[src/rtl/somador_sequencial_if.sv]
// Handshake and data bundle for the digit-serial adder/subtractor.
//   start, a, b, cin, sub, acc, clr : request side (driven by the master)
//   s, cout, ovf, busy, done        : result/status side (driven by the adder)
// WIDTH must match the WIDTH of the somador_sequencial instance it connects to.
interface somador_sequencial_if #(
  parameter int unsigned WIDTH = 16
);
  logic             start;
  logic [WIDTH-1:0] a;
  logic [WIDTH-1:0] b;
  logic             cin;
  logic             sub;
  logic             acc;
  logic             clr;
  logic [WIDTH-1:0] s;
  logic             cout;
  logic             ovf;
  logic             busy;
  logic             done;

  modport master (
    output start, a, b, cin, sub, acc, clr,
    input  s, cout, ovf, busy, done
  );

  modport slave (
    input  start, a, b, cin, sub, acc, clr,
    output s, cout, ovf, busy, done
  );
endinterface

[src/rtl/somador_sequencial.sv]
// Digit-serial adder/subtractor: adds DIGIT bits per clock, LSB slice first.
// Ports:
//   clk   : clock, rising edge active
//   rst_n : asynchronous active-low reset
//   bus   : somador_sequencial_if.slave
//           start - request an operation (sampled in IDLE only)
//           a, b  - operands (a ignored when acc=1, s used instead)
//           cin   - carry-in (borrow-in when sub=1)
//           sub   - 0 add, 1 subtract (a + ~b + ~cin)
//           acc   - take operand A from the current s register
//           clr   - clear s/cout/ovf, honoured in IDLE only
//           s     - registered result, held between completions
//           cout  - final carry-out (sub=1: 1 means no borrow)
//           ovf   - two's-complement overflow of the last operation
//           busy  - high in CALC and DONE
//           done  - one-cycle pulse in DONE
// Timing: start sampled at edge T; slices are added at edges T+1..T+N,
// the result is committed and DONE entered at edge T+N+1, IDLE again at T+N+2.
module somador_sequencial #(
  parameter int unsigned WIDTH = 16,
  parameter int unsigned DIGIT = 4
) (
  input  logic                 clk,
  input  logic                 rst_n,
  somador_sequencial_if.slave  bus
);

  localparam int unsigned N  = WIDTH / DIGIT;
  localparam int unsigned CW = $clog2(N + 1);
  localparam logic [CW-1:0] LAST = CW'(N);

  if (DIGIT < 1 || DIGIT > WIDTH) begin : g_bad_digit
    $error("somador_sequencial: DIGIT must be in 1..WIDTH");
  end else if ((WIDTH % DIGIT) != 0) begin : g_bad_width
    $error("somador_sequencial: WIDTH must be a multiple of DIGIT");
  end

  typedef enum logic [1:0] {
    IDLE,
    CALC,
    DONE
  } state_t;

  state_t           state;
  logic [WIDTH-1:0] a_r;      // operand A, shifted right one slice per step
  logic [WIDTH-1:0] b_r;      // operand B' (already inverted for subtract)
  logic             carry_r;  // carry between slices
  logic [WIDTH-1:0] part_r;   // partial sum, filled from the top down
  logic             ovf_r;    // overflow of the most recent slice
  logic [CW-1:0]    cnt;      // slices added so far
  logic [WIDTH-1:0] s_r;
  logic             cout_r;
  logic             ovf_o;
  logic             busy_r;
  logic             done_r;

  logic [DIGIT:0]   slice;
  logic             msb_cin;

  // Current slice: low DIGIT bits of the shifting operands plus carry.
  // The carry into the slice MSB is recovered from its sum bit, which on the
  // final slice is the carry into the word MSB used for overflow.
  always_comb begin
    slice   = {1'b0, a_r[DIGIT-1:0]} + {1'b0, b_r[DIGIT-1:0]}
            + (DIGIT+1)'(carry_r);
    msb_cin = a_r[DIGIT-1] ^ b_r[DIGIT-1] ^ slice[DIGIT-1];
  end

  always_ff @(posedge clk or negedge rst_n) begin
    if (!rst_n) begin
      state   <= IDLE;
      a_r     <= '0;
      b_r     <= '0;
      carry_r <= 1'b0;
      part_r  <= '0;
      ovf_r   <= 1'b0;
      cnt     <= '0;
      s_r     <= '0;
      cout_r  <= 1'b0;
      ovf_o   <= 1'b0;
      busy_r  <= 1'b0;
      done_r  <= 1'b0;
    end else begin
      case (state)
        IDLE: begin
          if (bus.clr) begin
            s_r    <= '0;
            cout_r <= 1'b0;
            ovf_o  <= 1'b0;
          end
          if (bus.start) begin
            // A clear in the same cycle wins over the accumulator feedback.
            if (bus.acc) a_r <= bus.clr ? '0 : s_r;
            else         a_r <= bus.a;
            b_r     <= bus.sub ? ~bus.b : bus.b;
            carry_r <= bus.cin ^ bus.sub;
            part_r  <= '0;
            ovf_r   <= 1'b0;
            cnt     <= '0;
            busy_r  <= 1'b1;
            state   <= CALC;
          end
        end

        CALC: begin
          if (cnt == LAST) begin
            s_r    <= part_r;
            cout_r <= carry_r;
            ovf_o  <= ovf_r;
            done_r <= 1'b1;
            state  <= DONE;
          end else begin
            a_r     <= a_r >> DIGIT;
            b_r     <= b_r >> DIGIT;
            carry_r <= slice[DIGIT];
            // After N steps the first slice has reached the bottom of part_r.
            part_r  <= (part_r >> DIGIT)
                     | (WIDTH'(slice[DIGIT-1:0]) << (WIDTH - DIGIT));
            ovf_r   <= slice[DIGIT] ^ msb_cin;
            cnt     <= cnt + 1'b1;
          end
        end

        DONE: begin
          done_r <= 1'b0;
          busy_r <= 1'b0;
          state  <= IDLE;
        end

        default: begin
          done_r <= 1'b0;
          busy_r <= 1'b0;
          state  <= IDLE;
        end
      endcase
    end
  end

  assign bus.s    = s_r;
  assign bus.cout = cout_r;
  assign bus.ovf  = ovf_o;
  assign bus.busy = busy_r;
  assign bus.done = done_r;

endmodule
[src/flat_wrapper.sv]
// flat-port wrapper written by rule: the top's interface ports become plain ports
module somador_sequencial_flat 
#(
  parameter int unsigned WIDTH = 16,
  parameter int unsigned DIGIT = 4
)
  (clk, rst_n, bus_start, bus_a, bus_b, bus_cin, bus_sub, bus_acc, bus_clr, bus_s, bus_cout, bus_ovf, bus_busy, bus_done);
  somador_sequencial_if #(.WIDTH(WIDTH)) bus_i ();
  input  logic clk;
  input  logic rst_n;
  input wire logic [$bits(bus_i.start)-1:0] bus_start;
  input wire logic [$bits(bus_i.a)-1:0] bus_a;
  input wire logic [$bits(bus_i.b)-1:0] bus_b;
  input wire logic [$bits(bus_i.cin)-1:0] bus_cin;
  input wire logic [$bits(bus_i.sub)-1:0] bus_sub;
  input wire logic [$bits(bus_i.acc)-1:0] bus_acc;
  input wire logic [$bits(bus_i.clr)-1:0] bus_clr;
  output wire logic [$bits(bus_i.s)-1:0] bus_s;
  output wire logic [$bits(bus_i.cout)-1:0] bus_cout;
  output wire logic [$bits(bus_i.ovf)-1:0] bus_ovf;
  output wire logic [$bits(bus_i.busy)-1:0] bus_busy;
  output wire logic [$bits(bus_i.done)-1:0] bus_done;
  assign bus_i.start = bus_start;
  assign bus_i.a = bus_a;
  assign bus_i.b = bus_b;
  assign bus_i.cin = bus_cin;
  assign bus_i.sub = bus_sub;
  assign bus_i.acc = bus_acc;
  assign bus_i.clr = bus_clr;
  assign bus_s = bus_i.s;
  assign bus_cout = bus_i.cout;
  assign bus_ovf = bus_i.ovf;
  assign bus_busy = bus_i.busy;
  assign bus_done = bus_i.done;
  somador_sequencial #(.WIDTH(WIDTH), .DIGIT(DIGIT)) u_core (.clk(clk), .rst_n(rst_n), .bus(bus_i));
endmodule
[config.mk]
export PLATFORM = sky130hd
export DESIGN_NAME = somador_sequencial_flat
export DESIGN_NICKNAME = d
export VERILOG_FILES = /design/src/rtl/somador_sequencial_if.sv /design/src/rtl/somador_sequencial.sv /design/src/flat_wrapper.sv
export SDC_FILE = /design/constraint.sdc
export NUM_CORES = 1
export LEC_CHECK = 0
export BUFFER_PORTS_ARGS = -buffer_cell sky130_fd_sc_hd__buf_2
export CELL_PAD_IN_SITES_DETAIL_PLACEMENT = 0
export CELL_PAD_IN_SITES_GLOBAL_PLACEMENT = 2
export CORE_ASPECT_RATIO = 0.75
export CORE_MARGIN = 2
export CORE_UTILIZATION = 28
export CTS_BUF_LIST = sky130_fd_sc_hd__clkbuf_4 sky130_fd_sc_hd__clkbuf_8
export DETAILED_ROUTE_END_ITERATION = 10
export GPL_TIMING_DRIVEN = 0
export PLACE_DENSITY_LB_ADDON = 0.1
export SYNTH_ARGS = -nofsm -noshare
export SYNTH_HDL_FRONTEND = slang
export SYNTH_SLANG_ARGS = --single-unit
[constraint.sdc]
create_clock -name clk -period 5.3 [get_ports clk]
set_input_delay 0 -clock clk [delete_from_list [all_inputs] [get_ports clk]]
set_output_delay 0 -clock clk [all_outputs]
set_load 0.01 [all_outputs]
==> impl_metrics.py <==
metrics = {
    "run_status": {
        "status": "finished clean",
    },
    "worst_setup_path": {
        "path_max_fanout": 3,
        "critPathCapture": "u_core.carry_r",
        "start_kind": "flip-flop",
        "critPathArrivalTime_ns": 2.44,
        "crit_type": "flip-flop to flip-flop",
        "crit_buf_inv": 0,
        "crit_slowest_cell": "fa_1",
        "rr_worst_depth": 6,
        "cp_cell_sequence": "fa_1 > fa_1 > a21o_1 > a21oi_1 > nand2_1 > a22o_1",
        "crit_top_cell": "fa_1",
        "crit_path_end_kind": "flip-flop",
        "r2r-start": "u_core.carry_r",
        "timing.rr.end": "u_core.carry_r",
        "crit_family": "adder cells",
        "rrSetupSlack_ns": 3.11,
        "crit_start": "u_core.carry_r",
        "crit_path_max_incr_delay_ns": 0.49,
        "cp_num_cells": 6,
        "worstPathRequired_ns": 5.55,
    },
    "yosys": {
        "syn_inst": 337,
        "ys_ff_latch": 75,
        "syn_area_per_cell_um2": 10.2,
        "ys_types": 28,
        "synth_area_um2": 3440,
        "yosys_warnings": 0,
        "synth_nets": 383,
        "ys_seq_area_share_pct": 54.6,
    },
    "clock_network": {
        "cts_buffers": 9,
        "clock_sinks": 75,
        "cts.clk_slew.worst_paths_ns": 0.08,
        "holdBufCountCts": 14,
        "clk_latency_ns": 0.36,
        "h-tree-depth": 3,
        "cts_tree": "done",
        "cts-resized-gates": 0,
        "cts_root_buf": "clkbuf_8",
        "postCtsSetupBuffers": 0,
        "clock_path_buffers": 2,
    },
    "layout": {
        "fill_cells": 1297,
        "n_antenna_cell": 0,
        "synthToLayoutAreaGrowth_pct": 24.7,
        "finalNonFillerCells": 589,
        "drive_gt1_share_pct": 22.2,
        "nNetsFinal": 466,
        "final_area_um2": 4290,
    },
    "sta": {
        "clock.fmax_mhz": 457,
        "finalMaxSlewViolations": 0,
        "final.setup.tns_ns": 0,
        "rsz0062_at_grt": "false",
        "min_period_ns": 2.19,
        "worst_slew_pin_slew_ns": 0.560,
        "setup_viol": 0,
        "slew_headroom_pct": 62.7,
        "fin_crit_sh_pct": 41.3,
        "hold_viol": 0,
        "setup_slack_ns": 3.11,
        "finClkSkew_ns": 0.00938,
    },
    "power": {
        "power_leakage_nw": 1.99,
        "power_density_nw_per_um2": 570,
        "peakVddDrop_mv": 0.176,
    },
    "detailed_routing": {
        "vias": 2776,
        "wirelength_mm": 10.1,
        "drc_errors": 0,
        "wire_per_inst_um": 17.1,
        "vias_per_cell": 4.71,
        "drtIter0Drc": 113,
        "dr.pass1.iters": 5,
        "final_antenna_net_count": 0,
    },
    "grt": {
        "grt_max_degree": 60,
        "grt_pass1_vias": 2856,
        "grt-ovfl-total": 0,
        "antenna_found_initial": 0,
        "track_usage_pct": 16.7,
        "grt_pass1_wl_mm": 16.7,
    },
    "floorplanning": {
        "fp-row-count": 35,
        "ioPinCount": 59,
        "fp.dieH_um": 100,
        "core_area_um2": 12100,
        "dieArea_um2": 13200,
        "die_w_um": 132,
        "start_util_pct": 28.4,
    },
    "hold_path": {
        "hold_path.class": "input pin to flip-flop",
    },
    "place": {
        "place.gp.congestion": 0.772,
        "place_ws_ns": 3.11,
        "portBuffers": 57,
        "dp_hpwl_mm": 7.37,
        "dpl_cell_area_um2": 3960,
        "dp.cells": 561,
    },
    "job": {
        "maxCapViolCount": 0,
    },
}
synth_stat cells:
cell,number,area [um2]
nand2b_1,2,12.5
nor2_1,15,56.3
xor2_1,2,17.5
clkbuf_1,5,18.8
inv_1,5,18.8
a21oi_2,1,8.76
a21oi_4,1,16.3
o21ai_0,52,260
a21oi_1,17,85.1
dfrtp_1,75,1880
o21bai_1,1,7.51
nor3b_2,1,12.5
clkinv_1,1,3.75
xnor2_1,19,166
nand3_1,2,10.0
a221o_1,5,50.1
a22o_1,23,201
nor2b_1,2,12.5
a22oi_1,17,128
nor2_2,1,6.26
a21o_1,3,22.5
buf_2,12,60.1
nand2_1,58,218
ha_1,5,62.6
o21ai_1,3,15.0
buf_4,6,45.0
nor3b_1,1,7.51
fa_1,2,40.0
per-layer routing:
layer,vias up,global-route usage (%),routed length (um)
li1,1341,-,-
met1,1348,24.6,5370
met2,77,24.6,4150
met3,10,3.94,474
met4,0,4.77,103
met5,-,0,0
worst min-delay path by stage:
stage | from | to | slack, ns | cells after the start
after detailed placement | rst_n | u_core.bus.cout | -0.11 | 1
after global routing | rst_n | u_core.bus.cout | 0.05 | 2
after global placement | bus_b[15] | u_core.b_r[15] | 0.29 | 3
after CTS | bus_a[1] | u_core.a_r[1] | 0.001 | 3
after floorplan | rst_n | u_core.a_r[0] | -0.30 | 0
final | bus_a[6] | u_core.a_r[6] | 0.02 | 3
flip-flops by register name, indices dropped and copies added, names as in the netlist:
signal	flops
u_core.part_r	16
u_core.bus.s	16
u_core.bus.ovf	1
u_core.ovf_r	1
u_core.b_r	16
u_core.a_r	16
u_core.carry_r	1
u_core.bus.busy	1
u_core.bus.done	1
u_core.bus.cout	1
u_core.state	2
u_core.cnt	3
cell families after synthesis:
logic type | Yosys count | share of synthesized area (%)
AO/OA/AOI/OAI | 123 | 23.1
XOR/XNOR | 21 | 5.35
adder cells (fa/ha/maj) | 7 | 2.98
buffers and inverters | 29 | 4.26
flip-flops | 75 | 54.6
AND/OR/NAND/NOR | 82 | 9.75
cell usage in the layout, fill, tap and decap left out, drive strengths merged:
master,netlist,final
clkinv,1,3
bufinv,0,1
a22oi,17,17
a21o,3,3
inv,5,5
nor2,16,16
buf,18,76
fa,2,2
nand2,58,58
a221o,5,5
a22o,23,23
o21bai,1,1
nor3b,2,2
nand3,2,2
clkbuf,5,16
a21oi,19,19
xor2,2,2
dlygate4sd3,0,14
nand2b,2,2
nor2b,2,2
ha,5,5
dfrtp,75,75
xnor2,19,19
o21ai,55,55
area by class of cell:
type	instances	area (um2)	area share [%]
multi-input cells	233	1420	33.0
clock buffers	11	145	3.38
well taps	166	208	4.84
clock inverters	3	40.0	0.934
plain buffers	23	124	2.89
repair buffers	72	455	10.6
inverters	6	22.5	0.525
flip-flops and latches	75	1880	43.8
per-stage QoR:
stage	hold slack [ns]	power [mW]	utilization [%]
3_5_place_dp	-0.107	2.03	32.7
6_report	0.0233	2.44	35.3
2_1_floorplan	-0.296	1.63	-
4_1_cts	0.00114	2.48	35.3
3_3_place_gp	0.293	2.02	32.4
5_1_grt	0.0465	2.68	35.3
worst register-to-register path: stages, from the launching register on:
cell and delay, ns:
dfrtp_1 0.44, fa_1 0.49, fa_1 0.48, a21o_1 0.18, a21oi_1 0.21, nand2_1 0.09
a22o_1 0.20
power by group:
part	leakage [nW]	switching, mW	total, mW	internal [mW]
sequential	0.984	0.170	0.970	0.801
clock	0.0985	0.213	0.443	0.229
combinational	0.912	0.633	1.03	0.399
Note: power is estimated with default switching activity, not from simulation.
